<file path="config.mk">
export PLATFORM = sky130hd
export DESIGN_NAME = y86_fetch_seq
export DESIGN_NICKNAME = d
export VERILOG_FILES = /design/src/rtl/y86_fetch_seq.sv
export SDC_FILE = /design/constraint.sdc
export NUM_CORES = 1
export LEC_CHECK = 0
export BUFFER_PORTS_ARGS = -buffer_cell sky130_fd_sc_hd__buf_2
export CAP_MARGIN = 5
export CORE_ASPECT_RATIO = 0.9
export CORE_MARGIN = 1.5
export CORE_UTILIZATION = 35
export DETAILED_ROUTE_END_ITERATION = 6
export GPL_ROUTABILITY_DRIVEN = 0
export GPL_TIMING_DRIVEN = 0
export PLACE_DENSITY = 0.61
export SLEW_MARGIN = 20
export SYNTH_ARGS = -nofsm -noshare
export SYNTH_HDL_FRONTEND = slang
export SYNTH_SLANG_ARGS = --single-unit
</file>
<file path="constraint.sdc">
create_clock -name clk -period 4 [get_ports clk]
set_input_delay 0.8 -clock clk [delete_from_list [all_inputs] [get_ports clk]]
set_output_delay 0.8 -clock clk [all_outputs]
set_load 0.01 [all_outputs]
</file>
<file path="src/rtl/y86_fetch_seq.sv">
// y86_fetch_seq: multi-cycle Y86-64 fetch/decode front end.
// Fetches one byte per request from a byte-wide memory. It assembles icode/ifun,
// the optional register byte and the optional 8-byte constant. It then hands the
// decoded instruction to execute over valid/ready.
module y86_fetch_seq #(
  parameter logic [63:0] RESET_PC = 64'd0
) (
  input  logic        clk,
  input  logic        rst_n,
  output logic        imem_req,
  output logic [63:0] imem_addr,
  input  logic [7:0]  imem_rdata,
  input  logic        imem_rvalid,
  output logic        out_valid,
  input  logic        out_ready,
  output logic [3:0]  icode,
  output logic [3:0]  ifun,
  output logic [3:0]  rA,
  output logic [3:0]  rB,
  output logic [63:0] valC,
  output logic [63:0] valP,
  input  logic        pc_load,
  input  logic [63:0] pc_next,
  output logic        halted,
  output logic        instr_err
);

  typedef enum logic [2:0] {S_OP, S_REG, S_CONST, S_OUT, S_HALT, S_ERR} state_t;

  state_t      state_q;
  logic [63:0] pc_q, addr_q, valc_q, valp_q;
  logic [3:0]  icode_q, ifun_q, ra_q, rb_q;
  logic [2:0]  k_q;
  logic        req_q, ovld_q, halt_q, err_q, reg_q, cst_q;

  // opcode byte decode: legality, length, and which trailing fields follow
  logic [3:0]  op_ic, op_fn, op_len;
  logic        op_legal, op_reg, op_const;
  logic [63:0] pc_d, const_addr_d;

  assign op_ic = imem_rdata[7:4];
  assign op_fn = imem_rdata[3:0];

  // length and ifun legality per icode
  always_comb begin
    op_len   = 4'd1;
    op_legal = 1'b0;
    case (op_ic)
      4'h0, 4'h1, 4'h9: begin op_len = 4'd1;  op_legal = (op_fn == 4'd0); end
      4'h2:             begin op_len = 4'd2;  op_legal = (op_fn <= 4'd6); end
      4'h6:             begin op_len = 4'd2;  op_legal = (op_fn <= 4'd3); end
      4'hA, 4'hB:       begin op_len = 4'd2;  op_legal = (op_fn == 4'd0); end
      4'h7:             begin op_len = 4'd9;  op_legal = (op_fn <= 4'd6); end
      4'h8:             begin op_len = 4'd9;  op_legal = (op_fn == 4'd0); end
      4'h3, 4'h4, 4'h5: begin op_len = 4'd10; op_legal = (op_fn == 4'd0); end
      default:          begin op_len = 4'd1;  op_legal = 1'b0; end
    endcase
  end

  // 2- and 10-byte forms carry a register byte; 9- and 10-byte forms carry valC
  assign op_reg   = (op_len == 4'd2) || (op_len == 4'd10);
  assign op_const = (op_len >= 4'd9);

  assign pc_d         = pc_load ? pc_next : valp_q;
  assign const_addr_d = pc_q + (reg_q ? 64'd2 : 64'd1) + {61'd0, k_q};

  // fetch FSM: each byte is a request phase followed by a latch-on-rvalid phase
  always_ff @(posedge clk or negedge rst_n) begin
    if (!rst_n) begin
      state_q <= S_OP;
      pc_q    <= RESET_PC;
      addr_q  <= 64'd0;
      req_q   <= 1'b0;
      ovld_q  <= 1'b0;
      halt_q  <= 1'b0;
      err_q   <= 1'b0;
      icode_q <= 4'h0;
      ifun_q  <= 4'h0;
      ra_q    <= 4'hF;
      rb_q    <= 4'hF;
      valc_q  <= 64'd0;
      valp_q  <= 64'd0;
      k_q     <= 3'd0;
      reg_q   <= 1'b0;
      cst_q   <= 1'b0;
    end else begin
      case (state_q)
        S_OP: begin
          if (!req_q) begin
            req_q  <= 1'b1;
            addr_q <= pc_q;
          end else if (imem_rvalid) begin
            // a new instruction starts: drop every field from the previous one
            req_q   <= 1'b0;
            icode_q <= op_ic;
            ifun_q  <= op_fn;
            ra_q    <= 4'hF;
            rb_q    <= 4'hF;
            valc_q  <= 64'd0;
            valp_q  <= pc_q + {60'd0, op_len};
            reg_q   <= op_reg;
            cst_q   <= op_const;
            k_q     <= 3'd0;
            if (!op_legal) begin
              state_q <= S_ERR;
              err_q   <= 1'b1;
            end else if (op_reg) begin
              state_q <= S_REG;
            end else if (op_const) begin
              state_q <= S_CONST;
            end else begin
              state_q <= S_OUT;
              ovld_q  <= 1'b1;
            end
          end
        end
        S_REG: begin
          if (!req_q) begin
            req_q  <= 1'b1;
            addr_q <= pc_q + 64'd1;
          end else if (imem_rvalid) begin
            req_q <= 1'b0;
            ra_q  <= imem_rdata[7:4];
            rb_q  <= imem_rdata[3:0];
            if (cst_q) begin
              state_q <= S_CONST;
            end else begin
              state_q <= S_OUT;
              ovld_q  <= 1'b1;
            end
          end
        end
        S_CONST: begin
          if (!req_q) begin
            req_q  <= 1'b1;
            addr_q <= const_addr_d;
          end else if (imem_rvalid) begin
            req_q                      <= 1'b0;
            valc_q[{k_q, 3'b000} +: 8] <= imem_rdata;
            k_q                        <= k_q + 3'd1;
            if (k_q == 3'd7) begin
              state_q <= S_OUT;
              ovld_q  <= 1'b1;
            end
          end
        end
        S_OUT: begin
          // redirect is only honoured on the accept edge
          if (out_ready) begin
            ovld_q <= 1'b0;
            pc_q   <= pc_d;
            if (icode_q == 4'h0) begin
              state_q <= S_HALT;
              halt_q  <= 1'b1;
            end else begin
              state_q <= S_OP;
            end
          end
        end
        S_HALT, S_ERR: begin
          req_q <= 1'b0;
        end
        default: state_q <= S_ERR;
      endcase
    end
  end

  assign imem_req  = req_q;
  assign imem_addr = addr_q;
  assign out_valid = ovld_q;
  assign icode     = icode_q;
  assign ifun      = ifun_q;
  assign rA        = ra_q;
  assign rB        = rb_q;
  assign valC      = valc_q;
  assign valP      = valp_q;
  assign halted    = halt_q;
  assign instr_err = err_q;

endmodule
</file>
After elaboration in Yosys (flattened, before gate mapping)
Cells that the tools add are included.
{"block": "classes", "mux": 57, "bitwise": 2, "n_div": 0, "multipliers": 0, "n_lt_le_gt_ge": 3, "n_reduce_logical": 26, "shift": 2, "add_sub_neg": 6, "n_eq_ne": 34}
{"operator": "64-bit 2-to-1 mux", "count": 8}
{"operator": "64-bit one-hot mux with 3 select lines", "count": 1}
{"operator": "64-bit one-hot mux with 2 select lines", "count": 1}
{"operator": "64-bit by 1-bit adder with 64-bit output (second input constant)", "count": 1}
{"operator": "64-bit by 2-bit adder with 64-bit output", "count": 1}
{"operator": "64-bit by 3-bit adder with 64-bit output", "count": 1}
{"operator": "64-bit by 4-bit adder with 64-bit output", "count": 1}
{"operator": "64-bit bitwise mux", "count": 1}
{"operator": "8-bit by 8-bit variable shift with 64-bit output (first input constant)", "count": 1}
{"operator": "8-bit by 8-bit variable part select with 64-bit output", "count": 1}
{"operator": "3-bit 2-to-1 mux", "count": 14}
{"operator": "2-bit != test (second input constant)", "count": 15}
{"operator": "4-bit 2-to-1 mux", "count": 6}
{"operator": "4-bit == test (second input constant)", "count": 5}
{"operator": "4-bit by 3-bit == test with 1-bit output (second input constant)", "count": 4}
{"operator": "1-bit 2-to-1 mux", "count": 16}
{"operator": "4-bit one-hot mux with 2 select lines", "count": 2}
{"operator": "3-bit one-hot mux with 5 select lines", "count": 1}
{"operator": "13-bit AND reduction", "count": 1}
{"operator": "4-bit by 2-bit == test with 1-bit output (second input constant)", "count": 3}
{"operator": "4-bit zero test", "count": 3}
{"operator": "4-bit one-hot mux with 3 select lines", "count": 1}
{"operator": "5-bit AND reduction", "count": 2}
{"operator": "3-bit == test (second input constant)", "count": 3}
{"operator": "other kinds (27)", "count": 37}
{"block": "totals", "mem_bits_ro": 0, "word_cells": 146, "memories": 0, "latchBits": 0, "output_inout_bits": 212, "mem_bits_rw": 0, "register_bits": 284, "in_bits": 77}

Longest topological paths before layout
Gate-level depths: netlist of run 1.
{"block": "logic_depth", "depth_word": 10, "mapped_depth": 13, "mapped_depth_nobuf": 12}

Least setup slack after synthesis of run 1
OpenSTA, ideal clock, no wires.
{"block": "synth_path", "path_type": "input to register", "from": "input imem_rdata[7]", "to": "register valp_q[54] (netlist: valP[54])", "path_slack_ns": 0.634, "arrival_ns": 3.231, "cell_stages": 13, "cell_sequence": "clkbuf_1 -> inv_1 -> nand2_1 -> a21o_1 -> ha_1 -> inv_1 -> fa_1 -> nand3b_1 -> a211oi_2 -> nand2_1 -> nor3_1 -> xnor2_1 -> o21ai_0"}
{"block": "synth_between", "elab_chain_len": 4, "elab_cells_between_ends": 14, "cone_classes": "1 x add/sub; 9 x eq/ne; 1 x mux; 3 x reduce/logical"}
{"element": "from (decl)", "line": "12", "source": "input logic [7:0] imem_rdata,"}
{"element": "4-bit == test (tied with other cells)", "line": "48", "source": "case (op_ic)"}
{"element": "4-bit OR reduction (no source line) (tied with other cells)"}
{"element": "4-bit one-hot mux with 3 select lines *", "line": "48"}
{"element": "64-bit by 4-bit adder with 64-bit output *", "line": "100", "source": "valp_q <= pc_q + {60'd0, op_len};"}
{"element": "to (signal assigned)", "line": "100"}
{"element": "to (decl)", "line": "31", "source": "logic [63:0] pc_q, addr_q, valc_q, valp_q;"}
Mark *: on every way between the ends. The rest lies on a longest branch, timed or not.
A chain may end at the register's enable or synchronous reset.

Worst setup path after layout of run 1
{"block": "layout_path", "from": "input imem_rdata[6]", "to": "register valp_q[38] (netlist: valP[38])"}
The elaborated chain is that of the path after synthesis.

==> PnR_summary.wiki, run 1 <==
{| class="wikitable"
! Metric !! Value
|-
| CP Data Required Time || 4.44 ns
|-
| Data arrival time of the critical path || 4.29 ns
|-
| Area of the mapped netlist || 0.0144 mm2
|-
| Core box area || 0.0406 mm2
|-
| Insertion delay of the later-clocked pin in the worst-skew pair || 0.58 ns
|-
| Final cell count without fillers || 2445
|-
| Width of the die || 217 um
|-
| Number of buffers added by the clock tree synthesis step || 31
|-
| Highest layer used for signal routing || met5
|-
| Clock buffer depth || 3
|-
| Placement-stage worst setup slack || -0.722 ns
|-
| Clock tree from TritonCTS || built
|-
| IR Drop Worst-Case VDD || 0.000384 V
|-
| Cell breakdown of the critical path || buf_2 -> clkbuf_1 -> a21o_1 -> ha_1 -> inv_1 -> fa_1 -> nand3b_1 -> a21oi_1 -> nand4_1 -> nor4_1 -> xnor2_1 -> o21ai_0
|-
| Clock-pin slew reported for the worst setup and hold paths after clock tree synthesis || 0.06 ns
|-
| Area overhead of the layout relative to synthesis || 22.4%
|-
| Count of input and output buffers || 283
|-
| Total die area || 0.0425 mm2
|-
| Setup repair after global routing missed its margin || no
|-
| Register area share after synthesis || 0.493
|-
| Final Setup Violations || 0
|-
| Number of DRC markers after the initial detailed-route iteration || 1141
|-
| Number of H-tree levels || 1
|-
| Mean instance size in the synthesized netlist || 9.27 um2
|-
| Maximum fanout encountered on the critical timing path || 10
|-
| Proportion of netlist area held by the largest area contributor || 0.478
|-
| Synthesized Nets || 1654
|-
| HPWL after detailed placement || 38.6 mm
|-
| Met1 WL || 22.1 mm
|-
| Number of routed nets with antenna violations || 0
|-
| Slowest cell on crit path || sky130_fd_sc_hd__clkbuf_1
|-
| Final critical-path share of the clock period || 0.964
|-
| Overall die height || 196 um
|-
| Clock Skew || 0.0185 ns
|-
| Minimum period implied by the final worst setup slack || 3.86 ns
|-
| Power density of the placed cells || 519 mW/mm2
|-
| Run status || completed
|-
| Pin count of the biggest net entering global routing || 102
|-
| Instance count of the mapped netlist || 1558
|-
| Via/cell ratio || 5.34
|-
| Path type of the worst setup path || input pin to flip-flop
|-
| P_leak || 7.98 nW
|-
| Wire length on met2 || 23.3 mm
|-
| Ys async rst share || 1.00
|-
| Delay of the slowest cell on the worst path || 0.53 ns
|-
| Number of nets in the finished design || 1978
|-
| FP Rows || 70
|-
| Wire length on met3 || 4.23 mm
|-
| Total of fill cells in the finished design || 4049
|-
| Starting density of the core || 0.355
|-
| Hold violation count in the final report || 0
|-
| Number of enable flip-flop cells after synthesis || 0
|-
| First-pass GRT wire length || 77.0 mm
|-
| Total inserted antenna cells || 0
|-
| Normalized max-slew margin || 0.301
|-
| Worst setup SP type || input pin
|-
| Clk root buf || sky130_fd_sc_hd__clkbuf_16
|-
| Number of antenna violations at the first check in global routing || 1
|-
| Final setup TNS || 0 ns
|-
| Least-Margin Pin Slew || 1.05 ns
|-
| GRT Total Usage || 0.235
|-
| Number of maximum-capacitance violations || 0
|-
| Top area cells in the synthesized netlist || sky130_fd_sc_hd__dfrtp_1, sky130_fd_sc_hd__o21ai_0, sky130_fd_sc_hd__nand2_1, sky130_fd_sc_hd__xnor2_1, sky130_fd_sc_hd__mux2i_1
|-
| Placed cell count || 2384
|-
| Most used DFF post-synth || sky130_fd_sc_hd__dfrtp_1
|-
| Worst-case setup margin in the final layout || 0.142 ns
|-
| Number of vias in the routed layout || 13045
|-
| Type of the tightest min-delay check || input pin to asynchronous set/reset pin
|-
| Leading area contributor after synthesis || sky130_fd_sc_hd__dfrtp_1
|-
| First-pass iteration count of the detailed router || 5
|-
| Overall routed net length || 50.9 mm
|-
| Gr ovfl total || 0
|-
| Number of synthesis warnings || 0
|-
| I/O pin cnt || 289
|-
| Max-slew violation count || 0
|-
| Count of distinct cell types in the synthesized netlist || 65
|-
| Number of remaining DRC errors || 0
|-
| Fraction of layout instances using a drive strength above 1 || 0.213
|-
| Clock sinks || 284
|-
| Nature of the critical path endpoint || flip-flop
|-
| Number of global-route vias before repair || 12664
|-
| Per-cell routed wire length || 20.8 um
|-
| Max Fclk || 0.259 GHz
|-
| Yosys reg bits || 284
|}
## power breakdown
group	leakage [nW]	internal (mW)	switching [mW]
registers	3.81	3.48	0.433
logic	3.69	0.902	1.52
clock network	0.486	1.62	1.21
## layout by cell type (no fill, tap or decap), types with 13 or more instances in the layout
cell,netlist,final
sky130_fd_sc_hd__xnor2_1,90,90
sky130_fd_sc_hd__clkbuf_1,77,82
sky130_fd_sc_hd__nand4_1,44,44
sky130_fd_sc_hd__a21oi_1,20,20
sky130_fd_sc_hd__ha_1,15,15
sky130_fd_sc_hd__a22o_1,52,52
sky130_fd_sc_hd__nand3_1,51,51
sky130_fd_sc_hd__xor2_1,30,30
sky130_fd_sc_hd__nor2_1,105,105
sky130_fd_sc_hd__dfrtp_1,276,276
sky130_fd_sc_hd__nor3_1,39,39
sky130_fd_sc_hd__o21ai_0,206,206
sky130_fd_sc_hd__a31oi_1,13,13
sky130_fd_sc_hd__buf_2,31,313
sky130_fd_sc_hd__clkbuf_16,0,31
sky130_fd_sc_hd__nor4_1,17,16
sky130_fd_sc_hd__nand2_1,262,262
sky130_fd_sc_hd__inv_1,38,38
sky130_fd_sc_hd__mux2i_1,64,64
## routing by layer
layer / vias up / global-route usage
met1: 6433 / 0.319
met3: 68 / 0.0591
li1: 6046 / -
met2: 496 / 0.374
met5: - / 0
met4: 2 / 0.0579
## flip-flops by register name, summed over array words and instances, names as in the netlist
name / count
cst_q: 1
out_valid: 1
valC: 64
valP: 64
ifun: 4
halted: 1
rB: 4
pc_q: 64
reg_q: 1
rA: 4
imem_req: 1
instr_err: 1
icode: 4
state_q: 3
k_q: 3
imem_addr: 64
## critical path: cells and delay by family
kind / cells / cell delay, ns
fa+ha+maj: 2 / 0.61
buf+inv: 3 / 0.72
xor+xnor: 1 / 0.21
compound gates: 3 / 0.87
simple gates: 3 / 1.08
## stage by stage
step           hold slack, ns  power, mW   util  cell area, um2
4_1_cts                 0.169       9.22  0.434           17700
3_3_place_gp            0.439       6.32  0.407           16500
2_1_floorplan           0.463       5.25      -           14400
6_report                0.152       9.17  0.435           17700
3_5_place_dp            0.446       6.38  0.409           16600
5_1_grt                 0.189       9.67  0.435           17700
## final cells by class
cell class,count,area [um2],share of cell area
plain buffers,119,492,0.0278
clock buffers,41,853,0.0483
flip-flops and latches,284,7120,0.403
inverters,38,143,0.00807
clock inverters,15,133,0.00751
well taps,540,676,0.0382
multi-input cells,1117,6710,0.380
repair buffers,291,1550,0.0875
## timing repair
action | 4_1_cts | 5_1_grt
setup buffers | 5 | 0
pin swaps | 2 | 0
resized for setup | 1 | 3
endpoints found under the setup margin | 5 | 18
hold buffers | 0 | 0
## synth_stat cells (all sizes together), types with 30 or more instances
cell	instances
a22o	52
buf	41
clkbuf	78
dfrtp	276
inv	38
mux2i	64
nand2	262
nand3	51
nand4	44
nor2	106
nor3	44
o21ai	219
xnor2	90
xor2	30
## final timing paths
check                      cells past startpoint                  start  slack [ns]                        end
max in group asynchronous                      3                  rst_n        2.57          rA[0]$_DFFE_PN1P_
max reg2reg                                    9     k_q[1]$_DFFE_PN0P_        0.68  imem_addr[43]$_DFFE_PN0P_
max                                           12          imem_rdata[6]        0.14       valP[38]$_DFFE_PN0P_
min reg2reg                                    1  instr_err$_DFFE_PN0P_        0.47      instr_err$_DFFE_PN0P_
min in group clk                               1  instr_err$_DFFE_PN0P_        0.47      instr_err$_DFFE_PN0P_
min                                            1                  rst_n        0.15       valP[33]$_DFFE_PN0P_
## logic make-up after synthesis
logic type,count (synthesis),synth area share
buf+inv,157,0.0439
xor+xnor,120,0.0728
flops,284,0.493
mux,64,0.0444
simple gates,566,0.180
compound gates,348,0.147
fa+ha+maj,19,0.0185
No activity file was read; power rests on OpenSTA's default activity.
==> run 2, diff against run 1 <==
Settings changed: PLACE_DENSITY 0.61 to 0.63.
Clock period 4 ns to 3.2 ns, I/O delays scaled along.
==> run 2 against run 1 <==
Effect of this change: sequential power is 26% higher; count of clock-buffer cells in the layout is 3 lower; power is 26% higher; critical path depth is 1 higher; design area is 1.3% higher; final cell count is 0.53% higher; global-route usage is 0.27 points higher; sequential cell count stayed put; combinational power is 25% higher; non-clock buffer count is 14 higher; core utilization is 0.56 points higher; hold slack worse by 0.15 ns.
==> PnR_summary.wiki, run 2 (synthesis results as in run 1) <==
{| class="wikitable"
! Metric !! Value
|-
| Area overhead of the layout relative to synthesis || 24.0%
|-
| First-pass GRT wire length || 77.6 mm (+0.74%)
|-
| P_leak || 8.08 nW (+1.3%)
|-
| Overall routed net length || 51.1 mm (+0.40%)
|-
| Via/cell ratio || 5.37 (+0.65%)
|-
| First-pass iteration count of the detailed router || 5 (unchanged)
|-
| Final Setup Violations || 0 (unchanged)
|-
| Placement-stage worst setup slack || -1.48 ns (-0.755 ns)
|-
| Worst setup SP type || input pin
|-
| Share of the core filled with cells in the final layout || 0.440 (+0.00563)
|-
| Insertion delay of the later-clocked pin in the worst-skew pair || 0.58 ns (about the same)
|-
| Final setup TNS || 0 ns (unchanged)
|-
| Number of routed nets with antenna violations || 0 (unchanged)
|-
| Number of DRC markers after the initial detailed-route iteration || 1297 (+14%)
|-
| GRT Total Usage || 0.237 (+0.00267)
|-
| Hold-fix buffers at CTS || 0 (unchanged)
|-
| Run status || completed
|-
| Design Power || 11.6 mW (+26%)
|-
| Number of remaining DRC errors || 0 (unchanged)
|-
| Per-cell routed wire length || 20.8 um (-0.13%)
|-
| Maximum fanout encountered on the critical timing path || 10 (unchanged)
|-
| Starting density of the core || 0.355 (unchanged)
|-
| Slowest cell on crit path || sky130_fd_sc_hd__fa_1
|-
| Number of nets in the finished design || 1991 (+0.66%)
|-
| Commonest cells after routing, fill and taps aside || sky130_fd_sc_hd__buf_2, sky130_fd_sc_hd__dfrtp_1, sky130_fd_sc_hd__nand2_1
|-
| Max-slew violation count || 0 (unchanged)
|-
| Number of H-tree levels || 1 (unchanged)
|-
| HPWL after detailed placement || 38.7 mm (+0.37%)
|-
| Power density of the placed cells || 646 mW/mm2 (+25%)
|-
| Core box area || 0.0406 mm2 (unchanged)
|-
| Minimum period implied by the final worst setup slack || 3.14 ns
|-
| Most frequent standard cell in the layout excluding fill and tap cells || sky130_fd_sc_hd__buf_2
|-
| Setup repair after global routing missed its margin || yes
|-
| Clk root buf || sky130_fd_sc_hd__clkbuf_16
|-
| Worst r2r path cells || 9 (unchanged)
|-
| Path type of the worst setup path || input pin to flip-flop
|-
| Least-Margin Pin Slew || 0.995 ns (-0.0535 ns)
|-
| Total die area || 0.0425 mm2 (unchanged)
|-
| Pin count of the biggest net entering global routing || 92 (-9.8%)
|-
| Delay of the slowest cell on the worst path || 0.41 ns (-0.12 ns)
|-
| IR Drop Worst-Case VDD || 0.000360 V (-6.4%)
|-
| Gr ovfl total || 0 (unchanged)
|-
| Hold WS || 0.00681 ns (-0.145 ns)
|-
| Max Fclk || 0.318 GHz
|-
| Final critical-path share of the clock period || 0.982
|-
| Fraction of layout instances using a drive strength above 1 || 0.229 (+0.0158)
|-
| Number of global-route vias before repair || 12816 (+1.2%)
|-
| Clock tree from TritonCTS || built
|-
| Normalized max-slew margin || 0.337 (+0.0356)
|-
| Clock Skew || 0.0232 ns (+0.00465 ns)
|-
| Worst-case setup margin in the final layout || 0.0562 ns (-0.0860 ns)
|-
| Clock buffer depth || 3 (unchanged)
|-
| Data arrival time of the critical path || 3.59 ns (-0.70 ns)
|-
| I/O pin cnt || 289 (unchanged)
|-
| Clock-pin slew reported for the worst setup and hold paths after clock tree synthesis || 0.06 ns (about the same)
|-
| Number of vias in the routed layout || 13199 (+1.2%)
|-
| Hold violation count in the final report || 0 (unchanged)
|-
| Nature of the critical path endpoint || flip-flop
|-
| Overall die height || 196 um (unchanged)
|-
| Type of the tightest min-delay check || input pin to asynchronous set/reset pin
|-
| Total inserted antenna cells || 0 (unchanged)
|-
| Number of maximum-capacitance violations || 0 (unchanged)
|-
| Number of buffers added by the clock tree synthesis step || 30 (-3.2%)
|-
| FP Rows || 70 (unchanged)
|-
| Count of input and output buffers || 283 (unchanged)
|-
| Width of the die || 217 um (unchanged)
|-
| Clock sinks || 284 (unchanged)
|-
| CP Data Required Time || 3.65 ns (-0.79 ns)
|-
| Number of antenna violations at the first check in global routing || 3 (+2)
|-
| Cell breakdown of the critical path || buf_2 -> clkbuf_2 -> a21o_1 -> ha_1 -> inv_1 -> fa_1 -> nand3b_1 -> a21oi_4 -> nand4_1 -> buf_4 -> nor3_2 -> xnor2_1 -> o21ai_1
|}
-- run 2: per-layer routing --
layer	vias up	share of wire	global-route usage
met5	-	0.00092	0
met4	6	0.028	0.0682
met3	102	0.076	0.0516
met2	570	0.46	0.374
met1	6452	0.44	0.328
li1	6069	-	-
-- run 2: timing repair --
action | CTS | global route
pin swaps | 6 | 3
gates resized for setup | 14 | 12
setup endpoints to repair | 66 | 46
buffers inserted | 15 | 4
-- run 2: worst max-delay path, delay by kind of cell --
| family | cells | cell delay (ns) |
|---|---|---|
| simple gates | 3 | 0.89 |
| fa+ha+maj | 2 | 0.62 |
| xor+xnor | 1 | 0.17 |
| buf+inv | 4 | 0.71 |
| compound gates | 3 | 0.56 |
-- run 2: final timing paths --
check | from | endpoint | slack, ns
setup / recovery | imem_rdata[6] | valP[50]$_DFFE_PN0P_ | 0.06
hold / removal | rst_n | pc_q[32]$_DFFE_PN0P_ | 0.007
setup reg to reg | k_q[1]$_DFFE_PN0P_ | imem_addr[43]$_DFFE_PN0P_ | 0.09
hold reg to reg | instr_err$_DFFE_PN0P_ | instr_err$_DFFE_PN0P_ | 0.45
max in group asynchronous | rst_n | rB[0]$_DFFE_PN1P_ | 1.65
min in group clk | pc_next[52] | pc_q[52]$_DFFE_PN0P_ | 0.36
-- run 2: through the flow --
stage | std cells | instance area (um2)
after detailed placement | 2384 | 16600
after global routing | 2458 | 17900
final | 2458 | 17900
after global placement | 2381 | 16500
after CTS | 2454 | 17800
after floorplan | 1558 | 14400
-- run 2: area by class of cell --
class                   instances  area [um2]
inverters                      38         143
flip-flops and latches        284        7120
plain buffers                 119         502
multi-input cells            1117        6780
clock buffers                  38         842
repair buffers                305        1660
well taps                     540         676
clock inverters                17         179
fillers                      3985       22700
-- run 2: power breakdown --
part           switching (mW)  leakage [nW]  internal [mW]
Combinational            1.90          3.78           1.13
Clock                    1.53         0.501           2.10
Sequential              0.556          3.81           4.35
Total                    3.98          8.08           7.58
==> run 3, diff against run 2 <==
Settings changed: PLACE_DENSITY 0.63 to not set.
==> run 3 against run 2 <==
Effect of this change: design area rose by 0.52%; sequential cell count unchanged; power is 1.9% higher; largest cell class unchanged; clock power up 6.3%; die area unchanged; register-to-register slack better by 0.02 ns; maximum frequency is 0.89% higher; highest routed layer unchanged.
==> PnR_summary.wiki, run 3 (synthesis results as in run 1) <==
{| class="wikitable"
! Metric !! Value
|-
| Least-Margin Pin Slew || 1.04 ns (+0.0413 ns)
|-
| Gr ovfl total || 0 (unchanged)
|-
| Clock-pin slew reported for the worst setup and hold paths after clock tree synthesis || 0.07 ns (about the same)
|-
| Delay of the slowest cell on the worst path || 0.40 ns (about the same)
|-
| Max Fclk || 0.321 GHz (+0.89%)
|-
| Fraction of layout instances using a drive strength above 1 || 0.227 (-0.00204)
|-
| Number of maximum-capacitance violations || 0 (unchanged)
|-
| Number of global-route vias before repair || 12978 (+1.3%)
|-
| Path type of the worst setup path || input pin to flip-flop
|-
| Number of buffers added by the clock tree synthesis step || 34 (+13%)
|-
| Design Power || 11.8 mW (+1.9%)
|-
| Clk root buf || sky130_fd_sc_hd__clkbuf_16
|-
| Per-cell routed wire length || 20.9 um (+0.59%)
|-
| Most frequent standard cell in the layout excluding fill and tap cells || sky130_fd_sc_hd__buf_2
|-
| Overall routed net length || 51.5 mm (+0.84%)
|-
| Wire length on met3 || 4.08 mm (+4.9%)
|-
| Clock Skew || 0.0300 ns (+0.00683 ns)
|-
| Clock buffer depth || 3 (unchanged)
|-
| Count of input and output buffers || 283 (unchanged)
|-
| Via/cell ratio || 5.33 (-0.70%)
|-
| Hold WS || 0.0438 ns (+0.0370 ns)
|-
| Number of DRC markers after the initial detailed-route iteration || 1142 (-12%)
|-
| Minimum period implied by the final worst setup slack || 3.12 ns (-0.0276 ns)
|-
| Area overhead of the layout relative to synthesis || 24.6%
|-
| Hold-fix buffers at CTS || 0 (unchanged)
|-
| Max-slew violation count || 0 (unchanged)
|-
| Starting density of the core || 0.355 (unchanged)
|-
| Number of H-tree levels || 2 (+1)
|-
| Final Setup Violations || 0 (unchanged)
|-
| Cell breakdown of the critical path || buf_6 -> clkinvlp_4 -> nand2_1 -> a21o_1 -> ha_2 -> inv_1 -> fa_1 -> nand3b_1 -> buf_4 -> a211oi_4 -> buf_4 -> inv_1 -> nor4_2 -> xnor2_1 -> o21ai_0
|-
| Width of the die || 217 um (unchanged)
|-
| Commonest cells after routing, fill and taps aside || sky130_fd_sc_hd__buf_2, sky130_fd_sc_hd__dfrtp_1, sky130_fd_sc_hd__nand2_1
|-
| Placement-stage worst setup slack || -1.46 ns (+0.0145 ns)
|-
| Number of antenna violations at the first check in global routing || 3 (unchanged)
|-
| Wire length on met2 || 23.3 mm (-0.33%)
|-
| Number of routed nets with antenna violations || 0 (unchanged)
|-
| Core box area || 0.0406 mm2 (unchanged)
|-
| Normalized max-slew margin || 0.309 (-0.0275)
|-
| Worst-case setup margin in the final layout || 0.0839 ns (+0.0276 ns)
|-
| Maximum fanout encountered on the critical timing path || 10 (unchanged)
|-
| GRT Total Usage || 0.241 (+0.00324)
|-
| HPWL after detailed placement || 38.9 mm (+0.36%)
|-
| Highest layer used for signal routing || met5
|-
| Type of the tightest min-delay check || input pin to asynchronous set/reset pin
|-
| Met1 WL || 22.3 mm (about the same)
|-
| CP Data Required Time || 3.60 ns (-0.05 ns)
|-
| P_leak || 8.10 nW (+0.24%)
|-
| Pin count of the biggest net entering global routing || 91 (-1.1%)
|-
| IR Drop Worst-Case VDD || 0.000331 V (-8.0%)
|-
| Number of nets in the finished design || 1992 (+0.050%)
|-
| Nature of the critical path endpoint || flip-flop
|-
| Number of remaining DRC errors || 0 (unchanged)
|-
| Data arrival time of the critical path || 3.51 ns (-0.08 ns)
|-
| Final critical-path share of the clock period || 0.974 (-0.00864)
|-
| First-pass iteration count of the detailed router || 6 (+1)
|-
| Run status || completed
|-
| Power density of the placed cells || 655 mW/mm2 (+1.4%)
|-
| Insertion delay of the later-clocked pin in the worst-skew pair || 0.53 ns (-0.05 ns)
|-
| FP Rows || 70 (unchanged)
|-
| Worst setup SP type || input pin
|-
| Share of the core filled with cells in the final layout || 0.443 (+0.00228)
|-
| Setup repair after global routing missed its margin || yes
|-
| Clock tree from TritonCTS || built
|-
| I/O pin cnt || 289 (unchanged)
|-
| Total die area || 0.0425 mm2 (unchanged)
|-
| Dpl cell area || 0.0166 mm2 (about the same)
|-
| Number of vias in the routed layout || 13138 (-0.46%)
|-
| Hold violation count in the final report || 0 (unchanged)
|-
| Overall die height || 196 um (unchanged)
|-
| Clock sinks || 284 (unchanged)
|-
| First-pass GRT wire length || 78.4 mm (+1.1%)
|-
| Slowest cell on crit path || sky130_fd_sc_hd__a211oi_4
|-
| Area of all placed cells without fillers || 0.0180 mm2 (+0.52%)
|}
-- run 3: layer usage --
metal,vias to the layer above,global-route usage
li1,6070,-
met1,6431,0.324
met2,525,0.377
met3,110,0.0580
met4,2,0.0846
met5,-,0
-- run 3: area by class of cell --
cell class              instances  area (um2)
diodes                          2        5.00
plain buffers                 119         512
fillers                      3986       22600
multi-input cells            1117        6800
clock buffers                  55        1020
repair buffers                302        1630
flip-flops and latches        284        7120
clock inverters                 7        86.3
well taps                     540         676
inverters                      38         146
-- run 3: stage by stage --
step                setup TNS [ns]  instances
finish                           0       2464
CTS                              0       2459
global route               -0.0374       2463
detailed placement          -56.22       2384
floorplan                 -0.00627       1558
global placement          -1124.65       2381
-- run 3: final timing paths --
check                                      startpoint                        end  slack [ns]  cells after the start
worst max-delay path                    imem_rdata[7]       valP[58]$_DFFE_PN0P_        0.08                     15
worst min-delay path                            rst_n       valP[32]$_DFFE_PN0P_        0.04                      1
worst max register to register    pc_q[1]$_DFFE_PN0P_  imem_addr[43]$_DFFE_PN0P_        0.11                      9
worst min register to register  instr_err$_DFFE_PN0P_      instr_err$_DFFE_PN0P_        0.45                      1
max in group asynchronous                       rst_n        valP[1]$_DFFE_PN0P_        2.03                      3
min in group clk                        imem_rdata[7]       valC[55]$_DFFE_PN0P_        0.41                      3
-- run 3: worst max-delay path: cells and delay by family --
kind,cells,cell delay [ns]
AO/OA/AOI/OAI,3,0.66
XOR/XNOR,1,0.18
adder cells (fa/ha/maj),2,0.60
buffers and inverters,6,0.79
AND/OR/NAND/NOR,3,0.64
-- run 3: what timing repair did --
item / in CTS / in global routing
buffers inserted: 13 / 3
setup endpoints to repair: 69 / 55
resized for setup: 15 / 22
pin swaps: 7 / 3
-- run 3: report_power, final --
group | total (mW) | switching (mW) | internal (mW)
clock | 3.86 | 1.58 | 2.28
combinational | 3.04 | 1.90 | 1.14
sequential | 4.89 | 0.538 | 4.35
